## config.mk

```make
export PLATFORM = sky130hd
export DESIGN_NAME = sync_filter_bank
export DESIGN_NICKNAME = d
export VERILOG_FILES = /design/src/rtl/sync_filter_pkg.sv /design/src/rtl/sync_filter_ch.sv /design/src/rtl/sync_filter_bank.sv
export SDC_FILE = /design/constraint.sdc
export NUM_CORES = 1
export LEC_CHECK = 0
export BUFFER_PORTS_ARGS = -buffer_cell sky130_fd_sc_hd__buf_4
export CELL_PAD_IN_SITES_DETAIL_PLACEMENT = 1
export CELL_PAD_IN_SITES_GLOBAL_PLACEMENT = 2
export CORE_ASPECT_RATIO = 2
export CORE_MARGIN = 4
export CORE_UTILIZATION = 25
export CTS_CLUSTER_DIAMETER = 120
export DETAILED_ROUTE_END_ITERATION = 16
export GPL_TIMING_DRIVEN = 0
export PLACE_DENSITY_LB_ADDON = 0.1
export SYNTH_ARGS = -nofsm -noshare
export SYNTH_HDL_FRONTEND = slang
export SYNTH_SLANG_ARGS = --single-unit
```

## constraint.sdc

```tcl
create_clock -name clk -period 3.5 [get_ports clk]
set_clock_uncertainty 0.15 [all_clocks]
set_input_delay 0.525 -clock clk [delete_from_list [all_inputs] [get_ports clk]]
set_output_delay 0.525 -clock clk [all_outputs]
set_load 0.03 [all_outputs]
```

## src/rtl/sync_filter_pkg.sv

```systemverilog
// Shared types and limits for the synchronizer / glitch-filter bank.
package sync_filter_pkg;

  // Fewer than two flops gives no metastability settling time.
  localparam int unsigned MIN_SYNC_STAGES = 2;

  // Registered per-channel outputs.
  typedef struct packed {
    logic level;
    logic rise;
    logic fall;
  } ch_status_t;

endpackage

```

## src/rtl/sync_filter_ch.sv

```systemverilog
// One channel: synchronizer chain, debounce counter and registered edge pulses.
module sync_filter_ch
  import sync_filter_pkg::*;
#(
  parameter int unsigned SYNC_STAGES = 2,
  parameter int unsigned FILT_W      = 4,
  parameter logic        RESET_VAL   = 1'b0
) (
  input  logic              clk,
  input  logic              rst_n,
  input  logic              async_in,
  input  logic [FILT_W-1:0] filt_len,
  output ch_status_t        status,
  output logic              upd
);

  if (SYNC_STAGES < MIN_SYNC_STAGES) begin : g_bad_stages
    $error("sync_filter_ch: SYNC_STAGES must be >= %0d", MIN_SYNC_STAGES);
  end

  (* preserve, dont_replicate *) logic [SYNC_STAGES-1:0] sync_ff;

  logic              s;
  logic              level;
  logic              rise;
  logic              fall;
  logic [FILT_W-1:0] cnt;
  logic [FILT_W-1:0] cnt_nxt;
  logic [FILT_W-1:0] thr;
  logic [FILT_W:0]   cnt_inc;
  logic              mismatch;

  assign s = sync_ff[SYNC_STAGES-1];

  // Plain shift chain: nothing between the synchronizer flops.
  always_ff @(posedge clk) begin
    if (!rst_n) begin
      sync_ff <= {SYNC_STAGES{RESET_VAL}};
    end else begin
      sync_ff <= {sync_ff[SYNC_STAGES-2:0], async_in};
    end
  end

  // Debounce decision: accept s once it has disagreed with level for thr samples.
  // The compare is one bit wider so cnt at all-ones still reaches any threshold.
  always_comb begin
    thr      = (filt_len == '0) ? FILT_W'(1) : filt_len;
    cnt_inc  = {1'b0, cnt} + (FILT_W+1)'(1);
    mismatch = s ^ level;
    upd      = mismatch && (cnt_inc >= {1'b0, thr});
    if (!mismatch || upd) begin
      cnt_nxt = '0;
    end else if (cnt == '1) begin
      cnt_nxt = cnt;
    end else begin
      cnt_nxt = cnt_inc[FILT_W-1:0];
    end
  end

  // Filtered level, counter and edge pulses, all updated together.
  always_ff @(posedge clk) begin
    if (!rst_n) begin
      level <= RESET_VAL;
      cnt   <= '0;
      rise  <= 1'b0;
      fall  <= 1'b0;
    end else begin
      cnt   <= cnt_nxt;
      rise  <= upd & s;
      fall  <= upd & ~s;
      if (upd) begin
        level <= s;
      end
    end
  end

  assign status = '{level: level, rise: rise, fall: fall};

endmodule

```

## src/rtl/sync_filter_bank.sv

```systemverilog
// Multi-channel input conditioner: per-channel sync + debounce + edges, plus sticky W1C event flags.
module sync_filter_bank
  import sync_filter_pkg::*;
#(
  parameter int unsigned           NUM_CH      = 8,
  parameter int unsigned           SYNC_STAGES = 2,
  parameter int unsigned           FILT_W      = 4,
  parameter logic [NUM_CH-1:0]     RESET_VAL   = '0
) (
  input  logic              clk,
  input  logic              rst_n,
  input  logic [NUM_CH-1:0] async_in,
  input  logic [FILT_W-1:0] filt_len,
  input  logic [NUM_CH-1:0] evt_clr,
  output logic [NUM_CH-1:0] dout,
  output logic [NUM_CH-1:0] rise_pulse,
  output logic [NUM_CH-1:0] fall_pulse,
  output logic [NUM_CH-1:0] evt_flag,
  output logic              evt_any
);

  ch_status_t        status [NUM_CH];
  logic [NUM_CH-1:0] upd;
  logic [NUM_CH-1:0] evt_flag_nxt;

  for (genvar c = 0; c < NUM_CH; c++) begin : g_ch
    sync_filter_ch #(
      .SYNC_STAGES (SYNC_STAGES),
      .FILT_W      (FILT_W),
      .RESET_VAL   (RESET_VAL[c])
    ) u_ch (
      .clk      (clk),
      .rst_n    (rst_n),
      .async_in (async_in[c]),
      .filt_len (filt_len),
      .status   (status[c]),
      .upd      (upd[c])
    );
    assign dout[c]       = status[c].level;
    assign rise_pulse[c] = status[c].rise;
    assign fall_pulse[c] = status[c].fall;
  end

  // Set has priority over a simultaneous clear.
  always_comb begin
    evt_flag_nxt = (evt_flag & ~evt_clr) | upd;
  end

  // evt_any comes from the next-state flags so it lines up with evt_flag.
  always_ff @(posedge clk) begin
    if (!rst_n) begin
      evt_flag <= '0;
      evt_any  <= 1'b0;
    end else begin
      evt_flag <= evt_flag_nxt;
      evt_any  <= |evt_flag_nxt;
    end
  end

endmodule

```

* Yosys cells after proc, flatten, opt, wreduce, memory -nomap -nowiden
Cells that the tools add are included.
Cells by class: add/subtract/negate cells 8, $mul 0, div/mod/pow operators 0, magnitude comparators 8, equal/unequal tests 8, shifts and indexed selects 0, mux-type cells 1, bitwise gates (word level) 36, reduce and logical (&&, ||, !) cells 34
Operators by type and width (count):
- $add A4 B1 Y5 const B | 8
- $ge A5 B4 Y1 | 8
- $eq A4 B4 Y1 const B | 8
- $and A1 B1 Y1 | 16
- $reduce_or A2 Y1 | 8
- $not A1 Y1 | 9
- $and A8 B8 Y8 | 1
- $logic_and A1 B1 Y1 | 8
- $logic_not A1 Y1 | 8
- $logic_or A1 B1 Y1 | 8
- $not A8 Y8 | 1
- $or A8 B8 Y8 | 1
- $reduce_or A8 Y1 | 1
- $xor A1 B1 Y1 | 8
- $logic_not A4 Y1 | 1
- $mux W4 | 1
Word-level totals: register bits after elaboration 81, bits in latches 0, RAM bits 0, ROM bits 0, output and inout port bits 33, word-level logic and storage cells 137, memories kept 0

* Depth between registers and ports, before layout
depth after elaboration 6, depth in mapped cells 8, gate-level depth less buffers 8

* Cells and area by module
A second synthesis with hierarchy kept.
Second synthesis, totals: cells, all modules 401, area total of the unflattened synthesis 4061.4 µm²
Modules (own cells, without submodules):
- sync_filter_ch | instances 8, cells each 46, area each 464.2 µm²
- sync_filter_bank | instances 1, cells each 33, area each 347.8 µm²

* Worst setup path after synthesis
OpenSTA, ideal clock, no wires.
kind input-to-reg, start input filt_len[2], end register g_ch[4].u_ch.cnt[2], setup time 0.073 ns, data arrival time 2.259 ns, setup slack 1.018 ns, cell stages on the path 8, buffers on the path 0, cell sequence inv_1 a31o_2 ha_1 nand2b_4 a211oi_4 o21ai_2 or3_4 nor3_2
On the way: cells in the longest elaborated chain, start to end 6
Ends and longest elaborated chain:
- start, declared | line sync_filter_bank.sv:13 | input logic [FILT_W-1:0] filt_len,
- $logic_not A4 Y1 | line sync_filter_ch.sv:47 | thr = (filt_len == '0) ? FILT_W'(1) : filt_len;
- $mux W4 * | line sync_filter_ch.sv:47
- $ge A5 B4 Y1 * | line sync_filter_ch.sv:50 | upd = mismatch && (cnt_inc >= {1'b0, thr});
- $logic_and A1 B1 Y1 * | line sync_filter_ch.sv:50
- $logic_or A1 B1 Y1 * | line sync_filter_ch.sv:51 | if (!mismatch || upd) begin
- $reduce_or A2 Y1 (no source line) *
- end signal, assigned | line sync_filter_ch.sv:68 | cnt <= cnt_nxt;
- end, declared | line sync_filter_ch.sv:27 | logic [FILT_W-1:0] cnt;
Mark *: on every way between the ends. The rest lies on a longest branch, timed or not. A chain may end at the register's enable or synchronous reset.

* Worst setup path after layout
start input filt_len[3], end register evt_any
On the way: cells in the longest elaborated chain, start to end 6, elaborated cells between the ends (all ways) 20, classes of those cells order compare: 8; mux: 1; bitwise: 1; reduce/logical: 10
Ends and longest elaborated chain:
- $logic_not A4 Y1 | line sync_filter_ch.sv:47
- $mux W4 * | line sync_filter_ch.sv:47
- $ge A5 B4 Y1 | line sync_filter_ch.sv:50
- $logic_and A1 B1 Y1 | line sync_filter_ch.sv:50
- $or A8 B8 Y8 * | line sync_filter_bank.sv:46 | evt_flag_nxt = (evt_flag & ~evt_clr) | upd;
- $reduce_or A8 Y1 * | line sync_filter_bank.sv:56 | evt_any <= |evt_flag_nxt;
- end signal, assigned | line sync_filter_bank.sv:56
- end, declared | line sync_filter_bank.sv:19 | output logic evt_any
Marks and branches as above.

==> metrics.md <==
| Metric | Value |
|---|---|
| Worst skew pair latency | `about 0.34 ns` |
| Height of the die | `186 um` |
| Post-synthesis net count | `469` |
| Number of max-cap violations | `0` |
| Endpoint kind of the worst setup timing path | `flip-flop` |
| Initial drt markers | `46` |
| Hold Path Sink | `g_ch[7].u_ch.sync_ff[0]` |
| Clock tree from TritonCTS | `built` |
| Post-DP HPWL | `8100 um` |
| Ratio of cells with drive above 1 in the final layout | `22.3%` |
| Final Non-Filler Cells | `677` |
| Setup repair after global routing missed its margin | `no` |
| DIE AREA | `0.0181 mm^2` |
| Post-synthesis sequential element count | `81` |
| Overall power consumption | `roughly 2.0 mW` |
| Highest net fanout along the worst path | `9` |
| Standard-cell rows | `between 60 and 70` |
| Class of the most critical hold timing path | `input port to flip-flop` |
| Setup CP Type | `input port to flip-flop` |
| First-pass detailed-route iteration total | `4` |
| Antenna cell count | `0` |
| WL final | `10600 um` |
| Worst Path Arrival | `3.14 ns` |
| Register cell area after layout | `0.00162 mm^2` |
| Final-report setup violation count | `0` |
| I/O pins | `55` |
| Drt wl/cell | `about 16 um` |
| Average size of a mapped cell | `9.79 um^2` |
| Distinct cell type count of the synthesized netlist | `33` |
| Data required, critical path | `3.53 ns` |
| Max H-tree Level | `3` |
| Number of buffers on the longest clock path | `2` |
| Non-Filler Cell Area, Final | `between 0.004 and 0.005 mm^2` |
| Cell area after synthesis | `between 0.003 and 0.004 mm^2` |
| Max incr delay on CP | `0.49 ns` |
| Result of the run | `finished clean` |
| Normalized max-slew margin | `slightly below 50%` |
| Via count | `between 3000 and 4000` |
| Power density normalized to cell area | `between 400 and 500 mW/mm^2` |
| Slowest cell on the critical path | `sky130_fd_sc_hd__a31o_2` |
| First-pass GRT wire length | `17100 um` |
| Placed insts | `662` |
| Overall die width | `about 100 um` |
| Number of design rule violations left after detail routing | `0` |
| Final period utilization | `between 80% and 90%` |
| Final hold violation count | `0` |
| Final critical-path required period | `3.11 ns` |
| Synthesis warning total | `0` |
| Number of cells upsized or downsized after cts | `0` |
| Slew at the pin with the worst max-slew slack | `0.763 ns` |
| Number of pins exceeding their max-slew limit in the final report | `0` |
| Most frequent standard cell in the layout excluding fill and tap cells | `sky130_fd_sc_hd__dfxtp_1` |
| Worst reg2reg setup slack | `approximately 1.1 ns` |
| Startpoint of the worst hold path | `async_in[7]` |
| Max Clk Rate | `322 MHz` |
| Antenna Violating Nets Remaining | `0` |
| Dominant cell type by count on the critical path | `sky130_fd_sc_hd__a211oi_1` |
| Number of clock buffers inserted by TritonCTS | `9` |
| Vias per Instance | `4.50` |
| Clock Root Buffer | `sky130_fd_sc_hd__clkbuf_16` |
| Cts-stage hold buffer count | `0` |
| Leakage component of the power | `2.15 nW` |
| CP startpoint kind | `input port` |
| Commonest non-fill, non-tap cells in the layout | `sky130_fd_sc_hd__dfxtp_1, sky130_fd_sc_hd__buf_4, sky130_fd_sc_hd__nor2_1, sky130_fd_sc_hd__ha_1, sky130_fd_sc_hd__xnor2_1` |
| Number of cells traversed by the worst hold path | `2` |
| Number of antenna violations at the first check in global routing | `0` |
| Filler Cell Count | `1812` |
| Cell Area, Placed | `between 0.004 and 0.005 mm^2` |
| Syn-to-layout area delta | `23.1%` |
| Worst IR Drop VDD | `0.000227 V` |
| Number of nets in the finished design | `534` |
| Initial core utilization | `25.4%` |
| Area occupied by multi-input gates | `0.00213 mm^2` |
| Largest net degree at the start of global routing | `13` |
| Core ar. | `0.0157 mm^2` |
| Instance count of the mapped netlist | `407` |
| Worst path cell trace | `buf_4 > inv_1 > a31o_2 > ha_1 > nand2b_1 > a211oi_1 > o21ai_1 > a211oi_1 > a41oi_1` |
| Worst reg2reg startpoint | `g_ch[1].u_ch.cnt[0]` |
| Post-CTS setup repair buffer count | `0` |
| Final weighted congestion of routability-driven global placement | `0.730` |
| Clock sinks | `~80` |
| Reg-to-reg critical path endpoint | `evt_any` |
| Clock input transition at the sequential cells of the worst setup and hold paths | `0.06 ns` |
| Sequential fraction of the synthesis area | `40.7%` |
| Port-buffer cells | `54` |
| Via count of the first global-routing pass | `3279` |
| Overflow left after global routing | `0` |
| Depth of the worst register-to-register path | `7` |
| Total track usage | `12.2%` |
-- registers in the layout, indices dropped and copies added (netlist names) --
signal,count
evt_any,1
g_ch.u_ch.rise,8
g_ch.u_ch.level,8
g_ch.u_ch.cnt,32
g_ch.u_ch.fall,8
evt_flag,8
g_ch.u_ch.sync_ff,16
-- stage by stage --
stage	hold slack, ns	TNS [ns]	setup slack (ns)	util (%)
6_report	0.244	0	0.394	31.2
5_1_grt	0.230	0	0.282	31.2
4_1_cts	0.226	0	0.328	31.2
3_5_place_dp	0.275	-0.0240	-0.0240	29.6
3_3_place_gp	0.264	-0.0670	-0.0670	29.6
2_1_floorplan	0.262	0	1.02	-
-- critical path, delay by kind of cell --
| family | cells | cell delay (ns) |
|---|---|---|
| AND/OR/NAND/NOR | 1 | 0.15 |
| AO/OA/AOI/OAI | 5 | 1.63 |
| adder cells (fa/ha/maj) | 1 | 0.30 |
| buffers and inverters | 2 | 0.53 |
-- Yosys cell counts --
library cell | n | area [um^2]
sky130_fd_sc_hd__a211oi_1 | 8 | 60.1
sky130_fd_sc_hd__a211oi_2 | 3 | 37.5
sky130_fd_sc_hd__a211oi_4 | 1 | 20.0
sky130_fd_sc_hd__a21oi_1 | 5 | 25.0
sky130_fd_sc_hd__a2bb2oi_1 | 4 | 35.0
sky130_fd_sc_hd__a31o_2 | 1 | 8.76
sky130_fd_sc_hd__a31oi_1 | 7 | 43.8
sky130_fd_sc_hd__a31oi_2 | 1 | 12.5
sky130_fd_sc_hd__a41oi_1 | 1 | 8.76
sky130_fd_sc_hd__and2_1 | 20 | 125
sky130_fd_sc_hd__buf_4 | 24 | 180
sky130_fd_sc_hd__clkbuf_1 | 4 | 15.0
sky130_fd_sc_hd__dfxtp_1 | 81 | 1620
sky130_fd_sc_hd__ha_1 | 40 | 500
sky130_fd_sc_hd__inv_1 | 9 | 33.8
sky130_fd_sc_hd__mux2i_1 | 16 | 160
sky130_fd_sc_hd__nand2_1 | 14 | 52.6
sky130_fd_sc_hd__nand2b_1 | 7 | 43.8
sky130_fd_sc_hd__nand2b_4 | 1 | 13.8
sky130_fd_sc_hd__nand3_1 | 16 | 80.1
sky130_fd_sc_hd__nor2_1 | 49 | 184
sky130_fd_sc_hd__nor2b_1 | 13 | 81.3
sky130_fd_sc_hd__nor3_1 | 3 | 15.0
sky130_fd_sc_hd__nor3_2 | 3 | 30.0
sky130_fd_sc_hd__nor3b_1 | 16 | 120
sky130_fd_sc_hd__o2111ai_1 | 4 | 35.0
sky130_fd_sc_hd__o21ai_0 | 6 | 30.0
sky130_fd_sc_hd__o21ai_1 | 9 | 45.0
sky130_fd_sc_hd__o21ai_2 | 1 | 8.76
sky130_fd_sc_hd__o31ai_1 | 4 | 30.0
sky130_fd_sc_hd__or3_4 | 4 | 45.0
sky130_fd_sc_hd__xnor2_1 | 21 | 184
sky130_fd_sc_hd__xor2_1 | 11 | 96.3
-- routing by layer --
layer  GRT usage, %  up-vias  wire (um)
met2           24.1       42       6090
met5              0        -          0
met3           2.13       10        250
met1           12.2     1468       4110
met4           4.80        0        191
li1               -     1524          -
-- worst max path at each step --
stage / to / cells after the start / start
2_1_floorplan: g_ch[4].u_ch.cnt[2] / 8 / filt_len[2]
3_5_place_dp: evt_any / 9 / filt_len[3]
5_1_grt: evt_any / 9 / filt_len[3]
6_report: evt_any / 9 / filt_len[3]
3_3_place_gp: evt_any / 9 / filt_len[3]
4_1_cts: evt_any / 9 / filt_len[3]
-- cell type report --
type / count / share of cell area [%]
clock inverter: 3 / 0.357
clock buffer: 12 / 5.03
inverter: 9 / 0.689
multi-input combinational: 289 / 43.5
sequential: 81 / 33.1
timing repair buffer: 54 / 8.27
buffer: 28 / 3.98
tap: 201 / 5.13
-- kinds of logic (layout without fill, tap and decap cells) --
family	count (synthesis)	in the layout	synth area share, %
simple gates	146	146	19.9
flops	81	81	40.7
compound gates	55	55	10.1
fa+ha+maj	40	40	12.6
buf+inv	37	106	5.75
xor+xnor	32	32	7.04
mux	16	16	4.02
-- power breakdown --
part / internal [mW] / switching [mW] / total [mW] / leakage, nW
logic: 0.0662 / 0.0808 / 0.147 / 1.37
clock network: 0.494 / 0.376 / 0.870 / 0.128
registers: 0.938 / 0.0121 / 0.950 / 0.657
Power figures use the tool's default switching activity.
